**config.mk**
```make
export PLATFORM = sky130hd
export DESIGN_NAME = icache_param_flat
export DESIGN_NICKNAME = d
export VERILOG_FILES = /design/src/rtl/icache_param_if.sv /design/src/rtl/icache_param.sv /design/src/flat_wrapper.sv
export SDC_FILE = /design/constraint.sdc
export NUM_CORES = 2
export LEC_CHECK = 0
export BUFFER_PORTS_ARGS = -buffer_cell sky130_fd_sc_hd__buf_2
export CORE_MARGIN = 5
export CORE_UTILIZATION = 25
export DETAILED_ROUTE_END_ITERATION = 10
export PLACE_DENSITY = 0.47
export RECOVER_POWER = 100
export SLEW_MARGIN = 20
export SYNTH_ARGS = -nofsm -noshare
export SYNTH_HDL_FRONTEND = slang
export SYNTH_SLANG_ARGS = --single-unit
```
**constraint.sdc**
```tcl
create_clock -name CLK -period 5.9 [get_ports CLK]
set_clock_uncertainty 0.15 [all_clocks]
set_input_delay 0.295 -clock CLK [delete_from_list [all_inputs] [get_ports CLK]]
set_output_delay 0.295 -clock CLK [all_outputs]
set_load 0.05 [all_outputs]
```
**src/rtl/icache_param_if.sv**
```systemverilog
// Fetch-side and refill-side bus bundle shared by the instruction cache and its environment.
// Latency: none, this is wiring only.
// Backpressure: the refill side stalls through iwait; the fetch side waits on ihit.
//
// Port summary
//   Fetch:  imemREN, imemaddr   (datapath -> cache)
//           ihit, imemload      (cache -> datapath)
//   Refill: iREN, iaddr         (cache -> memory controller)
//           iwait, iload        (memory controller -> cache)
//
// The slave modport is the cache. The master modport is everything around it:
// the datapath fetch unit and the memory controller.
interface icache_param_if;
   logic        imemREN;
   logic [31:0] imemaddr;
   logic        ihit;
   logic [31:0] imemload;
   logic        iREN;
   logic [31:0] iaddr;
   logic        iwait;
   logic [31:0] iload;

   modport slave (
      input  imemREN, imemaddr, iwait, iload,
      output ihit, imemload, iREN, iaddr
   );

   modport master (
      output imemREN, imemaddr, iwait, iload,
      input  ihit, imemload, iREN, iaddr
   );
endinterface

```
**src/rtl/icache_param.sv**
```systemverilog
// Direct-mapped instruction cache with multi-word burst refill, flush walk and perf counters.
// Latency: a hit takes 0 cycles; a miss takes 1 + BLK_WORDS accepted words + stall cycles + 1.
// Backpressure: the refill burst holds iaddr while iwait=1, and fetches see ihit=0 until the line lands.
//
// Port summary
//   CLK, RST        clock, synchronous active-high reset
//   bus (slave)     fetch port (imemREN/imemaddr/ihit/imemload) and refill port (iREN/iaddr/iwait/iload)
//   flush           level request to invalidate every line
//   flush_done      high in the final cycle of the flush walk
//   hit_count       saturating count of ihit cycles
//   miss_count      saturating count of refills started
module icache_param #(
   parameter int SETS      = 16,
   parameter int BLK_WORDS = 2,
   parameter int CNT_W     = 32
) (
   input  logic             CLK,
   input  logic             RST,
   icache_param_if.slave    bus,
   input  logic             flush,
   output logic             flush_done,
   output logic [CNT_W-1:0] hit_count,
   output logic [CNT_W-1:0] miss_count
);

   localparam int OW  = $clog2(BLK_WORDS);
   localparam int OWX = (OW > 0) ? OW : 1;   // keeps the word counter at least 1 bit wide
   localparam int IW  = $clog2(SETS);
   localparam int TW  = 30 - OW - IW;

   typedef enum logic [1:0] {IDLE, REFILL, FLUSH} state_t;

   state_t state_q, state_n;

   logic [31:0]     data_q [SETS][BLK_WORDS];
   logic [TW-1:0]   tag_q  [SETS];
   logic [SETS-1:0] valid_q;

   logic [TW-1:0]   ref_tag_q;
   logic [IW-1:0]   ref_idx_q;
   logic [OWX-1:0]  wcnt_q;
   logic [IW-1:0]   fcnt_q;

   logic [TW-1:0]   req_tag;
   logic [IW-1:0]   req_idx;
   logic [OWX-1:0]  req_off;
   logic [31:0]     refill_addr;
   logic            addr_unused;

   logic            tag_hit;
   logic            ihit_c;
   logic            miss_start;
   logic            accept;
   logic            last_word;
   logic            flush_last;
   logic            iren_c;
   logic [31:0]     iaddr_c;
   logic            flush_done_c;

   // Byte-lane bits never reach the cache.
   assign addr_unused = ^bus.imemaddr[1:0];

   assign req_tag = bus.imemaddr[31 -: TW];
   assign req_idx = bus.imemaddr[2+OW +: IW];

   generate
      if (OW > 0) begin : g_word_off
         assign req_off     = bus.imemaddr[2 +: OW];
         assign refill_addr = {ref_tag_q, ref_idx_q, wcnt_q, 2'b00};
      end else begin : g_no_word_off
         assign req_off     = '0;
         assign refill_addr = {ref_tag_q, ref_idx_q, 2'b00};
      end
   endgenerate

   assign tag_hit = valid_q[req_idx] && (tag_q[req_idx] == req_tag);

   // A pending flush masks the fetch entirely: no hit, no miss.
   assign ihit_c     = (state_q == IDLE) && !flush && bus.imemREN && tag_hit;
   assign miss_start = (state_q == IDLE) && !flush && bus.imemREN && !tag_hit;
   assign accept     = (state_q == REFILL) && !bus.iwait;
   assign last_word  = (wcnt_q == OWX'(BLK_WORDS - 1));
   assign flush_last = (state_q == FLUSH) && (fcnt_q == IW'(SETS - 1));

   always_comb begin
      state_n      = state_q;
      iren_c       = 1'b0;
      iaddr_c      = '0;
      flush_done_c = 1'b0;
      case (state_q)
         IDLE: begin
            if (flush)
               state_n = FLUSH;
            else if (miss_start)
               state_n = REFILL;
         end
         REFILL: begin
            iren_c  = 1'b1;
            iaddr_c = refill_addr;
            if (accept && last_word)
               state_n = IDLE;
         end
         FLUSH: begin
            // Done is raised in the cycle that clears the last set so the
            // requester can drop flush before the cache is back in IDLE.
            flush_done_c = flush_last;
            if (flush_last)
               state_n = IDLE;
         end
         default: state_n = IDLE;
      endcase
   end

   assign bus.ihit     = ihit_c;
   assign bus.imemload = data_q[req_idx][req_off];
   assign bus.iREN     = iren_c;
   assign bus.iaddr    = iaddr_c;
   assign flush_done   = flush_done_c;

   always_ff @(posedge CLK) begin
      if (RST) begin
         state_q    <= IDLE;
         valid_q    <= '0;
         ref_tag_q  <= '0;
         ref_idx_q  <= '0;
         wcnt_q     <= '0;
         fcnt_q     <= '0;
         hit_count  <= '0;
         miss_count <= '0;
         for (int s = 0; s < SETS; s++) begin
            tag_q[s] <= '0;
            for (int w = 0; w < BLK_WORDS; w++)
               data_q[s][w] <= '0;
         end
      end else begin
         state_q <= state_n;

         if ((state_q == IDLE) && flush)
            fcnt_q <= '0;

         // The burst runs from the latched block base, so fetch-side changes
         // during the refill cannot redirect it.
         if (miss_start) begin
            ref_tag_q <= req_tag;
            ref_idx_q <= req_idx;
            wcnt_q    <= '0;
         end

         if (accept) begin
            data_q[ref_idx_q][wcnt_q] <= bus.iload;
            if (last_word) begin
               tag_q[ref_idx_q]   <= ref_tag_q;
               valid_q[ref_idx_q] <= 1'b1;
            end else begin
               wcnt_q <= wcnt_q + OWX'(1);
            end
         end

         if (state_q == FLUSH) begin
            valid_q[fcnt_q] <= 1'b0;
            fcnt_q          <= fcnt_q + IW'(1);
         end

         if (ihit_c && (hit_count != '1))
            hit_count <= hit_count + CNT_W'(1);
         if (miss_start && (miss_count != '1))
            miss_count <= miss_count + CNT_W'(1);
      end
   end

endmodule

```
**src/flat_wrapper.sv**
```systemverilog
// flat-port wrapper written by rule: the top's interface ports become plain ports
module icache_param_flat 
#(
   parameter int SETS      = 16,
   parameter int BLK_WORDS = 2,
   parameter int CNT_W     = 32
)
  (CLK, RST, flush, flush_done, hit_count, miss_count, bus_imemREN, bus_imemaddr, bus_iwait, bus_iload, bus_ihit, bus_imemload, bus_iREN, bus_iaddr);
  icache_param_if bus_i ();
  input  logic CLK;
  input  logic RST;
  input  logic flush;
  output logic flush_done;
  output logic [CNT_W-1:0] hit_count;
  output logic [CNT_W-1:0] miss_count;
  input wire logic [$bits(bus_i.imemREN)-1:0] bus_imemREN;
  input wire logic [$bits(bus_i.imemaddr)-1:0] bus_imemaddr;
  input wire logic [$bits(bus_i.iwait)-1:0] bus_iwait;
  input wire logic [$bits(bus_i.iload)-1:0] bus_iload;
  output wire logic [$bits(bus_i.ihit)-1:0] bus_ihit;
  output wire logic [$bits(bus_i.imemload)-1:0] bus_imemload;
  output wire logic [$bits(bus_i.iREN)-1:0] bus_iREN;
  output wire logic [$bits(bus_i.iaddr)-1:0] bus_iaddr;
  assign bus_i.imemREN = bus_imemREN;
  assign bus_i.imemaddr = bus_imemaddr;
  assign bus_i.iwait = bus_iwait;
  assign bus_i.iload = bus_iload;
  assign bus_ihit = bus_i.ihit;
  assign bus_imemload = bus_i.imemload;
  assign bus_iREN = bus_i.iREN;
  assign bus_iaddr = bus_i.iaddr;
  icache_param #(.SETS(SETS), .BLK_WORDS(BLK_WORDS), .CNT_W(CNT_W)) u_core (.CLK(CLK), .RST(RST), .bus(bus_i), .flush(flush), .flush_done(flush_done), .hit_count(hit_count), .miss_count(miss_count));
endmodule
```
==> impl_metrics.csv <==
group,metric,value,unit
status,status,"complete, but fails checks",
status,violations,"max-capacitance violations, max-slew violations",
synth,netlist_area,70800,um^2
finish,drive_gt1_frac,0.196,
drt,vias,40400,
drt,drc,0,
die,rows,195,
finish,final_common_cell,"edfxtp_1",
flow_run,drv_cap,15,
worst_hold_path,hold_class,"input pin to flip-flop",
critical_path,cp_cell_sequence,"nor2b_1 -> clkbuf_1 -> and2_1 -> nand2b_1 -> buf_4 -> nor2_1 -> nand2_1 -> nor2_1 -> buf_4 -> and2_1",
global_routing,grt_start_max_net_pins,100,
critical_path,path_class,"flip-flop to flip-flop",
die,start_util,0.251,
synth,ys_warn_count,0,
critical_path,worst_setup_path_end_kind,"flip-flop",
critical_path,cp-start-kind,"flip-flop",
drt,first_pass_iters,7,
clock_tree,post-cts-setup-buffer-count,0,
critical_path,cp_num_buf_inv,3,
power,vdd_drop_max,0.199,mV
finish,regArea,45100,um^2
drt,ant_nets,0,
sta,setup_viol,0,
critical_path,critPathRequiredTime,6.39,ns
synth,synth_edf_count,1424,
sta,drv_slew,433,
clock_tree,clk_latency,0.82,ns
clock_tree,clockBufferDepth,4,
finish,multiInputGateArea,24100,um^2
placed_design,port_buffers,195,
placed_design,dpl_cell_area,76200,um^2
drt,drt-total-wl,223000,um
die,dieArea,294000,um^2
synth,ys_ff_latch,1540,
die,dieHeight,542,um
synth,synth_flop_cell,"edfxtp_1",
critical_path,cp_top_family,"simple AND/OR/NAND/NOR gates",
sta,relSlewSlack,-0.865,
placed_design,place_congestion,0.771,
sta,hold_viol,0,
clock_tree,cts_resized,0,
die,core,282000,um^2
synth,syn_inst,4713,
clock_tree,root_buffer,"clkbuf_16",
critical_path,arrival,5.99,ns
drt,drt-vias-per-instance,4.62,
power,leakagePower,28.5,nW
drt,wl_per_cell,25.5,um
finish,syn_to_final_growth,15.9,%
clock_tree,cts_tree,"yes",
finish,final_nets,4939,
synth,synth.yosys.seq_area_share,0.637,
finish,design_area,82100,um^2
synth,syn_area_per_cell,15.0,um^2
critical_path,cp_max_fo,33,
sta,final.min_clock_period,5.50,ns
clock_tree,clk_pin_slew,0.06,ns
critical_path,cp_slowest_stage_delay,1.51,ns
sta,worst_pin_slew,2.80,ns
global_routing,first_global_vias,41900,
placed_design,hpwl,128000,um
global_routing,grt.total_usage,0.149,
die,ioPinCount,200,
clock_tree,htreeDepth,4,
global_routing,grt_pass1_wl,319000,um
global_routing,grt-ovfl-total,0,
critical_path,crit_slowest_cell,"clkbuf_1",
sta,setup-tns-final,0,ns
clock_tree,cts_made_buffers,178,
die,die_x,542,um
clock_tree,clock-sinks,1540,
finish,layout_common_cells,"edfxtp_1, and2_1, and2_0, mux4_2, clkbuf_16",
sta,max_freq,182,MHz
sta,fin_crit_sh,0.933,
drt,drt-initial-drc-count,3671,
sta,grt_setup_unrepaired,"false",
power,cellPowerDensity,303,nW/um^2
synth,synth_cell_type_count,66,
global_routing,grt_antenna_before_repair,37,
finish,fillers,28300,
synth,synth-async-reset-ratio,0,
logic make-up (layout without fill, tap and decap cells):
kind of cell,count (synthesis),count (layout),synth area share
adders and majority gates,6,6,0.00106
muxes,557,557,0.151
other,1,19,0.0000530
AOI/OAI and AO/OA,183,183,0.0171
buffers and inverters,462,746,0.0261
xor gates and xnor gates,46,46,0.00569
and+or+nand+nor,1918,1918,0.162
DFF,1540,1540,0.637
Yosys cell counts (all sizes together) (7+ instances only):
library cell	number	area [um^2]
o21bai	7	52.6
nand3	47	240
edfxtp	1424	42800
nand4	29	181
xnor2	23	201
nor4	12	81.3
or2	30	188
nor2b	38	238
and3	19	119
a221oi	7	67.6
nand2	60	225
a31oi	8	50.1
nor2	128	480
mux2	65	732
nand2b	25	156
a211oi	12	90.1
or3	26	163
inv	22	82.6
xor2	23	201
nor3	21	105
clkbuf	369	1390
a21oi	54	270
o31ai	8	60.1
mux4	402	9050
dfxtp	116	2320
a22oi	19	143
and2	1460	9130
mux2i	90	901
or4	8	60.1
buf	71	384
o21ai	31	155
state kept, by name, summed over array words and instances (netlist names):
| register | cells |
|---|---|
| u_core.data_q | 1024 |
| u_core.tag_q | 400 |
| u_core.hit_count | 32 |
| u_core.miss_count | 32 |
| u_core.ref_tag_q | 25 |
| u_core.valid_q | 16 |
| u_core.fcnt_q | 4 |
| u_core.ref_idx_q | 4 |
| u_core.state_q | 2 |
| u_core.last_word | 1 |
worst paths after layout:
check             cells past startpoint                            endpoint  slack [ns]                      startpoint
setup reg to reg                     10  u_core.data_q[2][12]$_SDFFCE_PN0P_        0.40  u_core.state_q[0]$_SDFFE_PP0P_
hold / removal                        4    u_core.ref_idx_q[2]$_SDFFE_PP0P_        0.19                 bus_imemaddr[5]
hold reg to reg                       2        u_core.valid_q[4]$_SDFF_PP0_        0.33    u_core.valid_q[4]$_SDFF_PP0_
setup / recovery                     10  u_core.data_q[2][12]$_SDFFCE_PN0P_        0.40  u_core.state_q[0]$_SDFFE_PP0P_
power by group:
| part | internal [mW] | switching [mW] | leakage (nW) | total, mW |
|---|---|---|---|---|
| clock | 6.15 | 4.53 | 2.66 | 10.7 |
| sequential | 12.2 | 0.130 | 15.6 | 12.4 |
| combinational | 0.628 | 1.18 | 10.2 | 1.81 |
| total | 19.0 | 5.84 | 28.5 | 24.9 |
metrics by stage:
| step | instances | worst slack, ns | total power, mW | hold slack (ns) | utilization |
|---|---|---|---|---|---|
| floorplan | 4714 | 1.87 | 13.7 | 0.292 | - |
| global placement | 8341 | 0.416 | 14.4 | 0.302 | 0.270 |
| detailed placement | 8342 | 0.455 | 14.4 | 0.315 | 0.270 |
| CTS | 8740 | 0.543 | 25.2 | 0.149 | 0.292 |
| global route | 8744 | 0.207 | 25.7 | 0.202 | 0.291 |
| finish | 8758 | 0.397 | 24.9 | 0.191 | 0.291 |
per-layer routing:
metal	share of wire	vias to the layer above	track usage	routed length (um)
met3	0.071	263	0.0317	15800
met2	0.47	1265	0.239	104000
met1	0.44	21300	0.209	99200
li1	-	17600	-	-
met5	0.00025	-	0	55
met4	0.019	8	0.0284	4210
tightest hold or removal path, delay by kind of cell:
kind	cells	cell delay, ns
AND/OR/NAND/NOR	1	0.05
buffers and inverters	2	0.52
multiplexers	1	0.15
area by class of cell:
class	count	share of cell area
Inverter	22	0.00101
Tap cell	3743	0.0571
Antenna cell	17	0.000518
Clock inverter	78	0.00807
Multi-Input combinational cell	2712	0.293
Clock buffer	236	0.0582
Timing Repair Buffer	410	0.0324
Sequential cell	1540	0.549
timing repair:
| action | CTS | global route |
|---|---|---|
| endpoints found under the hold margin | 1006 | 0 |
| endpoints found under the setup margin | 0 | 0 |
| hold buffers | 84 | 0 |
No activity file was read; power rests on OpenSTA's default activity.
